--- config.mk ---
export PLATFORM = sky130hd
export DESIGN_NAME = panda_soft_bits_n
export DESIGN_NICKNAME = d
export VERILOG_FILES = /design/src/rtl/panda_soft_bits_pkg.sv /design/src/rtl/panda_soft_bit_chan.sv /design/src/rtl/panda_soft_bits_n.sv
export SDC_FILE = /design/constraint.sdc
export NUM_CORES = 1
export LEC_CHECK = 0
export CORE_UTILIZATION = 35
export DETAILED_ROUTE_END_ITERATION = 10
export PLACE_DENSITY = 0.6
export SETUP_SLACK_MARGIN = 0.05
export SLEW_MARGIN = 10
export SYNTH_ARGS = -nofsm -noshare
export SYNTH_HDL_FRONTEND = slang
export SYNTH_SLANG_ARGS = --single-unit
--- constraint.sdc ---
create_clock -name clk_i -period 4.6 [get_ports clk_i]
set_clock_uncertainty 0.05 [all_clocks]
set_input_delay 0.46 -clock clk_i [delete_from_list [all_inputs] [get_ports clk_i]]
set_output_delay 0.46 -clock clk_i [all_outputs]
set_load 0.005 [all_outputs]
--- src/rtl/panda_soft_bits_pkg.sv ---
// panda_soft_bits_pkg
//   Shared definitions for the N-channel soft-bit source.
//   - MODE_* : per-channel mode encodings carried on mode_i
//   - decode_mode() : folds the reserved encoding onto LEVEL
package panda_soft_bits_pkg;

  localparam logic [1:0] MODE_LEVEL  = 2'd0;
  localparam logic [1:0] MODE_PULSE  = 2'd1;
  localparam logic [1:0] MODE_TOGGLE = 2'd2;

  // Encoding 3 is reserved and behaves as LEVEL.
  function automatic logic [1:0] decode_mode(input logic [1:0] m);
    if (m == MODE_PULSE || m == MODE_TOGGLE) return m;
    return MODE_LEVEL;
  endfunction

endpackage

--- src/rtl/panda_soft_bit_chan.sv ---
// panda_soft_bit_chan
//   One soft-bit channel: mode register, pulse down-counter, soft/busy flops
//   and (with SOFT_BITS_COMMIT_EN defined) a shadow value + pending flag.
// Ports:
//   clk_i, reset_n_i  clock, async active-low reset
//   set_i, set_wstb_i register value bit and its 1-cycle write strobe
//   mode_i[1:0]       channel mode (LEVEL/PULSE/TOGGLE, 3 = LEVEL)
//   pulse_len_i       shared pulse length, 0 treated as 1
//   commit_i          apply staged write (SOFT_BITS_COMMIT_EN only)
//   soft_o            bit-bus output
//   busy_o            pulse timing in progress (counter != 0)
module panda_soft_bit_chan
  import panda_soft_bits_pkg::*;
#(
  parameter int PULSE_W = 16
) (
  input  logic               clk_i,
  input  logic               reset_n_i,
  input  logic               set_i,
  input  logic               set_wstb_i,
  input  logic [1:0]         mode_i,
  input  logic [PULSE_W-1:0] pulse_len_i,
`ifdef SOFT_BITS_COMMIT_EN
  input  logic               commit_i,
`endif
  output logic               soft_o,
  output logic               busy_o
);

  localparam logic [PULSE_W-1:0] ONE = PULSE_W'(1);

  logic [1:0]         mode_q;
  logic [PULSE_W-1:0] cnt_q;
  logic               soft_q;
  logic               mode_chg;
  logic               apply;
  logic               val;
  logic [PULSE_W-1:0] len_eff;

  // Raw compare: any change of encoding (including to/from reserved) clears.
  assign mode_chg = (mode_i != mode_q);
  assign len_eff  = (pulse_len_i == '0) ? ONE : pulse_len_i;

`ifdef SOFT_BITS_COMMIT_EN
  logic shadow_q;
  logic pend_q;

  // A strobe in the commit cycle bypasses the shadow so it joins that commit.
  assign apply = commit_i & (pend_q | set_wstb_i);
  assign val   = set_wstb_i ? set_i : shadow_q;

  always_ff @(posedge clk_i or negedge reset_n_i) begin
    if (!reset_n_i) begin
      shadow_q <= 1'b0;
      pend_q   <= 1'b0;
    end else if (mode_chg) begin
      pend_q   <= 1'b0;
    end else if (commit_i) begin
      pend_q   <= 1'b0;
    end else if (set_wstb_i) begin
      shadow_q <= set_i;
      pend_q   <= 1'b1;
    end
  end
`else
  assign apply = set_wstb_i;
  assign val   = set_i;
`endif

  always_ff @(posedge clk_i or negedge reset_n_i) begin
    if (!reset_n_i) begin
      mode_q <= MODE_LEVEL;
      cnt_q  <= '0;
      soft_q <= 1'b0;
    end else begin
      mode_q <= mode_i;
      if (mode_chg) begin
        // Write in the same cycle as a mode change is dropped.
        cnt_q  <= '0;
        soft_q <= 1'b0;
      end else begin
        case (decode_mode(mode_i))
          MODE_PULSE: begin
            if (apply) begin
              // Reload on retrigger (even in the expiry cycle) keeps soft high.
              cnt_q  <= val ? len_eff : '0;
              soft_q <= val;
            end else if (cnt_q != '0) begin
              cnt_q <= cnt_q - ONE;
              if (cnt_q == ONE) soft_q <= 1'b0;
            end
          end
          MODE_TOGGLE: begin
            cnt_q <= '0;
            if (apply && val) soft_q <= ~soft_q;
          end
          default: begin
            cnt_q <= '0;
            if (apply) soft_q <= val;
          end
        endcase
      end
    end
  end

  assign soft_o = soft_q;
  assign busy_o = (cnt_q != '0);

endmodule

--- src/rtl/panda_soft_bits_n.sv ---
// panda_soft_bits_n
//   N-channel software-driven bit source. Each channel is written through the
//   register interface and drives one bit of the system bus in LEVEL, PULSE or
//   TOGGLE mode. Optional feature macro: SOFT_BITS_COMMIT_EN (staged writes
//   applied together on commit_i).
// Ports:
//   clk_i        system clock (rising edge)
//   reset_n_i    async active-low reset
//   set_i        [N_CH]     per-channel value bit
//   set_wstb_i   [N_CH]     per-channel write strobe
//   mode_i       [2*N_CH]   per-channel mode, channel c at [2c+1:2c]
//   pulse_len_i  [PULSE_W]  shared pulse length in cycles (0 -> 1)
//   commit_i                apply staged writes (SOFT_BITS_COMMIT_EN only)
//   soft_o       [N_CH]     bit-bus outputs
//   busy_o       [N_CH]     PULSE channel timing out
module panda_soft_bits_n
  import panda_soft_bits_pkg::*;
#(
  parameter int N_CH    = 8,
  parameter int PULSE_W = 16
) (
  input  logic                clk_i,
  input  logic                reset_n_i,
  input  logic [N_CH-1:0]     set_i,
  input  logic [N_CH-1:0]     set_wstb_i,
  input  logic [2*N_CH-1:0]   mode_i,
  input  logic [PULSE_W-1:0]  pulse_len_i,
`ifdef SOFT_BITS_COMMIT_EN
  input  logic                commit_i,
`endif
  output logic [N_CH-1:0]     soft_o,
  output logic [N_CH-1:0]     busy_o
);

  for (genvar c = 0; c < N_CH; c++) begin : g_ch
    panda_soft_bit_chan #(
      .PULSE_W (PULSE_W)
    ) u_chan (
      .clk_i       (clk_i),
      .reset_n_i   (reset_n_i),
      .set_i       (set_i[c]),
      .set_wstb_i  (set_wstb_i[c]),
      .mode_i      (mode_i[2*c +: 2]),
      .pulse_len_i (pulse_len_i),
`ifdef SOFT_BITS_COMMIT_EN
      .commit_i    (commit_i),
`endif
      .soft_o      (soft_o[c]),
      .busy_o      (busy_o[c])
    );
  end

endmodule
==> impl_results.md, run 1 <==
- Residual DRC: 0
- Yosys cell types: 62
- Via count: 8253
- Post-CTS Resized: 0
- Max IR drop VDD: 148 µV
- Placed cell areas: 10700 µm²
- R2r setup slk: 2.18 ns
- Pins Over Slew Limit: 0
- Die height: 170 µm
- Nets: 1238
- Routed Antenna Nets: 0
- Slew HR: 0.406
- CTS tree: yes
- CP Class: reg -> out
- Worst-Margin Slew: 0.883 ns
- Crit path time final: 3.12 ns
- Hold buffers post-CTS: 0
- Worst setup EP type: output pin
- Sink Count: 152
- Count of input and output buffers: 65
- Syn Area/Cell: 8.63 µm²
- Critical path startpoint category: register
- R2r worst-path depth: 7
- CP required: about 4.1 ns
- Tcrit/Tclk final: 0.679
- Clk slew on worst S/H paths: 0.06 ns
- RSZ-0062 raised after global routing: false
- Util after Layout: 0.407
- Sequential area share after synthesis: 0.385
- First-pass iteration count of the detailed router: 5
- Final setup viols: 0
- Core area: ~28000 µm²
- Synth Instances: 1144
- Initial detailed-routing violation count: 513
- Crit-path max FO: 7
- Top FF cell, synth: dfrtp_1
- Clock root cell: clkbuf_16
- Post-DP HPWL: 16.9 mm
- Power Density: ~320 nW/µm²
- Fraction of layout cells with a size suffix above 1: 0.0634
- Max-Cap Viols: 0
- Seq cells post-synth: 152
- Fin area: about 11000 µm²
- Die Span X: 170 µm
- Post-CTS setup buffer count: 0
- Worst skew pair latency: 0.43 ns
- HP Class: in -> async
- Number of global-route vias before repair: ~8000
- FMAX: 320 MHz
- GRT overflow: 0
- Num CTS Buffers: 17
- Ant. Diodes: 0
- WP data arrival: around 2.6 ns
- Area growth from synthesis to layout: 14.6%
- Syn nets: around 1200
- Vias per inst: 5.34
- Largest net degree at the start of global routing: 86
- R2R Path End: g_ch[2].u_chan.soft_o
- Ys Warns: 0
- Synthesized area: 9870 µm²
- First-pass GRT wire length: 42.1 mm
- Fin Setup TNS: 0 ns
- Row cnt: 61
- Top post-synthesis cells by area: dfrtp_1 39%, xnor2_1 6.3%, nor2_1 5.6%
- EDFF count, synth: 0
- Total GRT Usage: 0.185
- I/O Pins: between 60 and 70
- Top cell type by total area after synthesis: dfrtp_1
- Final Hold Viols: 0
- Total design power: 3.67 mW
- Maximum buffer depth of the clock tree: 2
- H-tree level count: 4
- Hold Slack: around 0.047 ns
- WL final: between 20 and 30 mm
- Reg2reg start: g_ch[2].u_chan.cnt_q[0]
- Die footprint: 28900 µm²
- Async SR Flop Fraction: 1.00
- Routability congestion estimate from global placement: 0.808
- Routed len/inst: 16.6 µm
- Antenna violations before repair: 0
- Leak Pwr: 5.10 nW
- Top-area cell type share of the netlist area: 0.385
- Run status: finished, final reports clean
- Starting density of the core: 0.355
## registers in the layout, indices dropped and copies added (netlist names)
signal,count
g_ch.u_chan.cnt_q,128
g_ch.u_chan.mode_q,16
g_ch.u_chan.soft_o,8
## cells in the mapped netlist (5+ instances only)
| cell type | n |
|---|---|
| dfrtp_1 | 152 |
| nor2_1 | 146 |
| nand2_1 | 106 |
| xnor2_1 | 71 |
| clkbuf_1 | 60 |
| nand3_1 | 60 |
| inv_1 | 53 |
| a21oi_1 | 52 |
| a211oi_1 | 41 |
| xor2_1 | 40 |
| ha_1 | 32 |
| a31oi_1 | 28 |
| nor4_1 | 25 |
| o21ai_0 | 25 |
| nand4_1 | 24 |
| nor3_1 | 22 |
| buf_4 | 16 |
| o21a_1 | 13 |
| o22ai_1 | 11 |
| a22oi_1 | 9 |
| buf_2 | 9 |
| o31ai_1 | 9 |
| nand4b_1 | 8 |
| or3_1 | 8 |
| or4_1 | 8 |
| and2_1 | 7 |
| nand3b_1 | 7 |
| nor3b_1 | 6 |
| nor4_4 | 6 |
| o32ai_1 | 6 |
| a21o_1 | 5 |
| nor2b_1 | 5 |
| nor4_2 | 5 |
| o22a_1 | 5 |
## report_power, final
part           internal, mW  switching [mW]  total [mW]
registers              1.37          0.0404        1.41
logic                 0.364           0.462       0.827
clock network         0.867           0.560        1.43
## worst max path at each step
stage          slack [ns]                      end                    start  cells past startpoint
3_3_place_gp         1.81  g_ch[4].u_chan.cnt_q[0]            set_wstb_i[4]                      5
6_report             1.48                busy_o[3]  g_ch[3].u_chan.cnt_q[0]                      6
4_1_cts              1.45                busy_o[7]  g_ch[7].u_chan.cnt_q[0]                      6
3_5_place_dp         1.75  g_ch[4].u_chan.cnt_q[0]          pulse_len_i[10]                      7
5_1_grt              1.30                busy_o[3]  g_ch[3].u_chan.cnt_q[0]                      6
2_1_floorplan        2.53                busy_o[3]  g_ch[3].u_chan.cnt_q[0]                      6
## kinds of logic after synthesis
logic type	Yosys count	share of synthesized area
AO/OA/AOI/OAI	235	0.160
XOR/XNOR	111	0.0985
adder cells (fa/ha/maj)	32	0.0406
buffers and inverters	141	0.0609
flip-flops	152	0.385
multiplexers	1	0.00101
AND/OR/NAND/NOR	472	0.253
## final cells by class
type | instances | area (µm²)
clock inverter | 7 | 91.3
timing repair buffer | 81 | 772
fill | 2834 | 16500
sequential | 152 | 3800
multi-input combinational | 851 | 5470
inverter | 53 | 199
clock buffer | 24 | 502
tap | 378 | 473
## cell usage in the layout (no fill, tap or decap), types with 11 or more instances in the layout
master	n
clkbuf_16	17
nand3_1	60
buf_4	16
o21ai_0	25
nor2_1	146
ha_1	32
a211oi_1	41
o21a_1	13
a21oi_1	52
nand4_1	24
xor2_1	40
clkdlybuf4s50_1	64
nor4_1	25
nor3_1	22
inv_1	53
nand2_1	106
o22ai_1	11
xnor2_1	71
dfrtp_1	152
a31oi_1	28
## per-stage QoR
step,std cells,setup WS [ns]
final,1546,1.48
after global routing,1546,1.30
after CTS,1546,1.45
after detailed placement,1515,1.75
after global placement,1515,1.81
after floorplan,1144,2.53
## critical path, cell delays in order, from the launching register on
cell and delay (ns):
dfrtp_1 0.45, inv_1 0.08, ha_1 0.19, nor3b_1 0.64, and2_1 0.25, nand3_1 0.09
clkdlybuf4s50_1 0.48
## metal layers
metal	global-route usage	part of all wire	vias up
met5	0	0	-
met4	0.0486	0.013	0
met3	0.0337	0.040	17
met2	0.300	0.47	158
met1	0.252	0.48	4014
li1	-	-	4064
(Power assumes the default switching activity.)
==> run 2, diff against run 1 <==
Clock period 4.6 ns to 3 ns, I/O delays scaled along.
==> run 2 against run 1 <==
Compared with the run above:
- via count is 2.0% higher
- first-iteration DRC count is 42% higher
- die area stayed put
- final cell count is 1.7% higher
- routed wire length is 3.9% higher
- final area is 1.8% higher
- clock power is 53% higher
- sequential power is 54% higher
- clock-buffer cell count is 4 lower
- register-to-register slack worse by 1.5 ns
- critical path type unchanged
==> impl_results.md, run 2 (synthesis gave the netlist of run 1 again) <==
- Fin Setup TNS: 0 ns (unchanged)
- Crit path time final: ~2.8 ns
- First-pass iteration count of the detailed router: 5 (unchanged)
- Row cnt: 61 (unchanged)
- RSZ-0062 raised after global routing: false
- Crit-path max FO: 8 (+1)
- Worst-Margin Slew: 0.881 ns (-0.00264 ns)
- Worst skew pair latency: 0.43 ns (about the same)
- Commonest non-fill, non-tap cell in the layout: dfrtp_1
- Nets: 1265 (+2.2%)
- Max reg flops: 128 (unchanged)
- Post-DP HPWL: 17.6 mm (+4.2%)
- Total design power: 5.66 mW (+54%)
- Via count: 8418 (+2.0%)
- Tcrit/Tclk final: 0.944
- Residual DRC: 0 (unchanged)
- Number of global-route vias before repair: 8069 (+1.1%)
- Worst setup EP type: output pin
- GRT overflow: 0 (unchanged)
- Run status: finished, final reports clean
- Count of input and output buffers: 65 (unchanged)
- Routed len/inst: 16.9 µm (+2.2%)
- Final Hold Viols: 0 (unchanged)
- WL final: 26.6 mm (+3.9%)
- Die height: 170 µm (unchanged)
- Maximum buffer depth of the clock tree: 2 (unchanged)
- Die footprint: 28900 µm² (unchanged)
- Sink Count: 152 (unchanged)
- Most frequent cells in the layout: 152 x dfrtp_1, 146 x nor2_1, 106 x nand2_1
- Area growth from synthesis to layout: 16.7%
- Die Span X: 170 µm (unchanged)
- CP Class: reg -> out
- Num CTS Buffers: 17 (unchanged)
- Slew HR: 0.407 (+0.00178)
- Antenna violations before repair: 0 (unchanged)
- Fraction of layout cells with a size suffix above 1: 0.0838 (+0.0204)
- Total GRT Usage: 0.192 (+0.00767)
- FMAX: between 300 and 400 MHz
- Post-CTS Resized: 0 (unchanged)
- CTS tree: yes
- Initial detailed-routing violation count: 726 (+42%)
- First-pass GRT wire length: 43.6 mm (+3.4%)
- Pins Over Slew Limit: 0 (unchanged)
- Clk slew on worst S/H paths: 0.06 ns (about the same)
- H-tree level count: 4 (unchanged)
- Final setup viols: 0 (unchanged)
- Max-Cap Viols: 0 (unchanged)
- Max IR drop VDD: 350 µV (+140%)
- I/O Pins: 66 (unchanged)
- Critical path startpoint category: register
- Power Density: 492 nW/µm² (+52%)
- WP data arrival: 2.48 ns (-0.13 ns)
- Reg with most FFs: g_ch.u_chan.cnt_q
- Core area: 27800 µm² (unchanged)
- Ant. Diodes: 0 (unchanged)
- Vias per inst: 5.35 (+0.31%)
- Routed Antenna Nets: 0 (unchanged)
- HP Class: in -> async
- Starting density of the core: 0.355 (unchanged)
- CP required: 2.65 ns (-1.44 ns)
- Clock root cell: clkbuf_16
- Routability congestion estimate from global placement: 0.844 (+4.4%)
- Largest net degree at the start of global routing: 63 (-27%)
- Leak Pwr: 5.23 nW (+2.5%)
==> run 2: changes by cell type in the layout (fill, tap and decap cells not counted) <==
cell           before  now
buf_4              16   41
clkbuf_8            5    2
clkinv_2            3    6
buf_12              0    1
bufinv_16           2    3
clkbuf_1            2    1
clkinv_4            1    0
dlygate4sd3_1       0    1
==> run 2: timing repair <==
| item | CTS | global route |
|---|---|---|
| setup buffers | 0 | 0 |
| hold buffers | 1 | 0 |
| hold endpoints to repair | 58 | 0 |
==> run 2: critical path: stages (launching register included) <==
cell and delay (ns):
dfrtp_1 0.43, nor3_4 0.31, nand4_1 0.28, nor3_2 0.35, inv_1 0.20, clkdlybuf4s50_1 0.49
==> run 2: area by class of cell <==
class,count,area [µm²]
inverter,53,199
tap,378,473
clock buffer,20,457
sequential,152,3800
multi-input combinational,851,5470
timing repair buffer,108,990
clock inverter,10,128
fill,2775,16300
==> run 2: layer usage <==
layer | GRT usage | up-vias | wire length, µm
met5 | 0 | - | 0
met4 | 0.0619 | 0 | 674
met3 | 0.0323 | 31 | 1250
met2 | 0.292 | 199 | 11900
met1 | 0.277 | 4065 | 12800
li1 | - | 4123 | -
==> run 2: stage by stage <==
stage,std cells,cell area [µm²],setup slack (ns),utilization,hold slack [ns]
2_1_floorplan,1144,9870,1.03,-,-0.0456
3_3_place_gp,1541,10900,0.619,0.393,0.288
3_5_place_dp,1541,10900,0.606,0.393,0.286
4_1_cts,1572,11500,0.218,0.414,0.359
5_1_grt,1572,11500,0.0646,0.414,0.374
6_report,1572,11500,0.169,0.414,0.368
==> run 2: final timing paths <==
| kind | slack (ns) | cells after the start | endpoint | from |
|---|---|---|---|---|
| min in group clk_i | 0.37 | 1 | g_ch[0].u_chan.mode_q[0] | mode_i[0] |
| worst min register to register | 0.50 | 1 | g_ch[1].u_chan.soft_o | g_ch[1].u_chan.soft_o |
| worst min-delay path | 0.37 | 2 | g_ch[2].u_chan.cnt_q[1] | reset_n_i |
| worst max-delay path | 0.17 | 5 | busy_o[0] | g_ch[0].u_chan.cnt_q[3] |
| worst max register to register | 0.72 | 4 | g_ch[3].u_chan.cnt_q[0] | g_ch[3].u_chan.cnt_q[6] |
| max in group asynchronous | 1.79 | 3 | g_ch[0].u_chan.cnt_q[5] | reset_n_i |
==> run 2: where the power goes <==
part	internal, mW	total, mW	switching, mW
clock network	1.33	2.19	0.852
registers	2.11	2.17	0.0617
logic	0.586	1.31	0.725
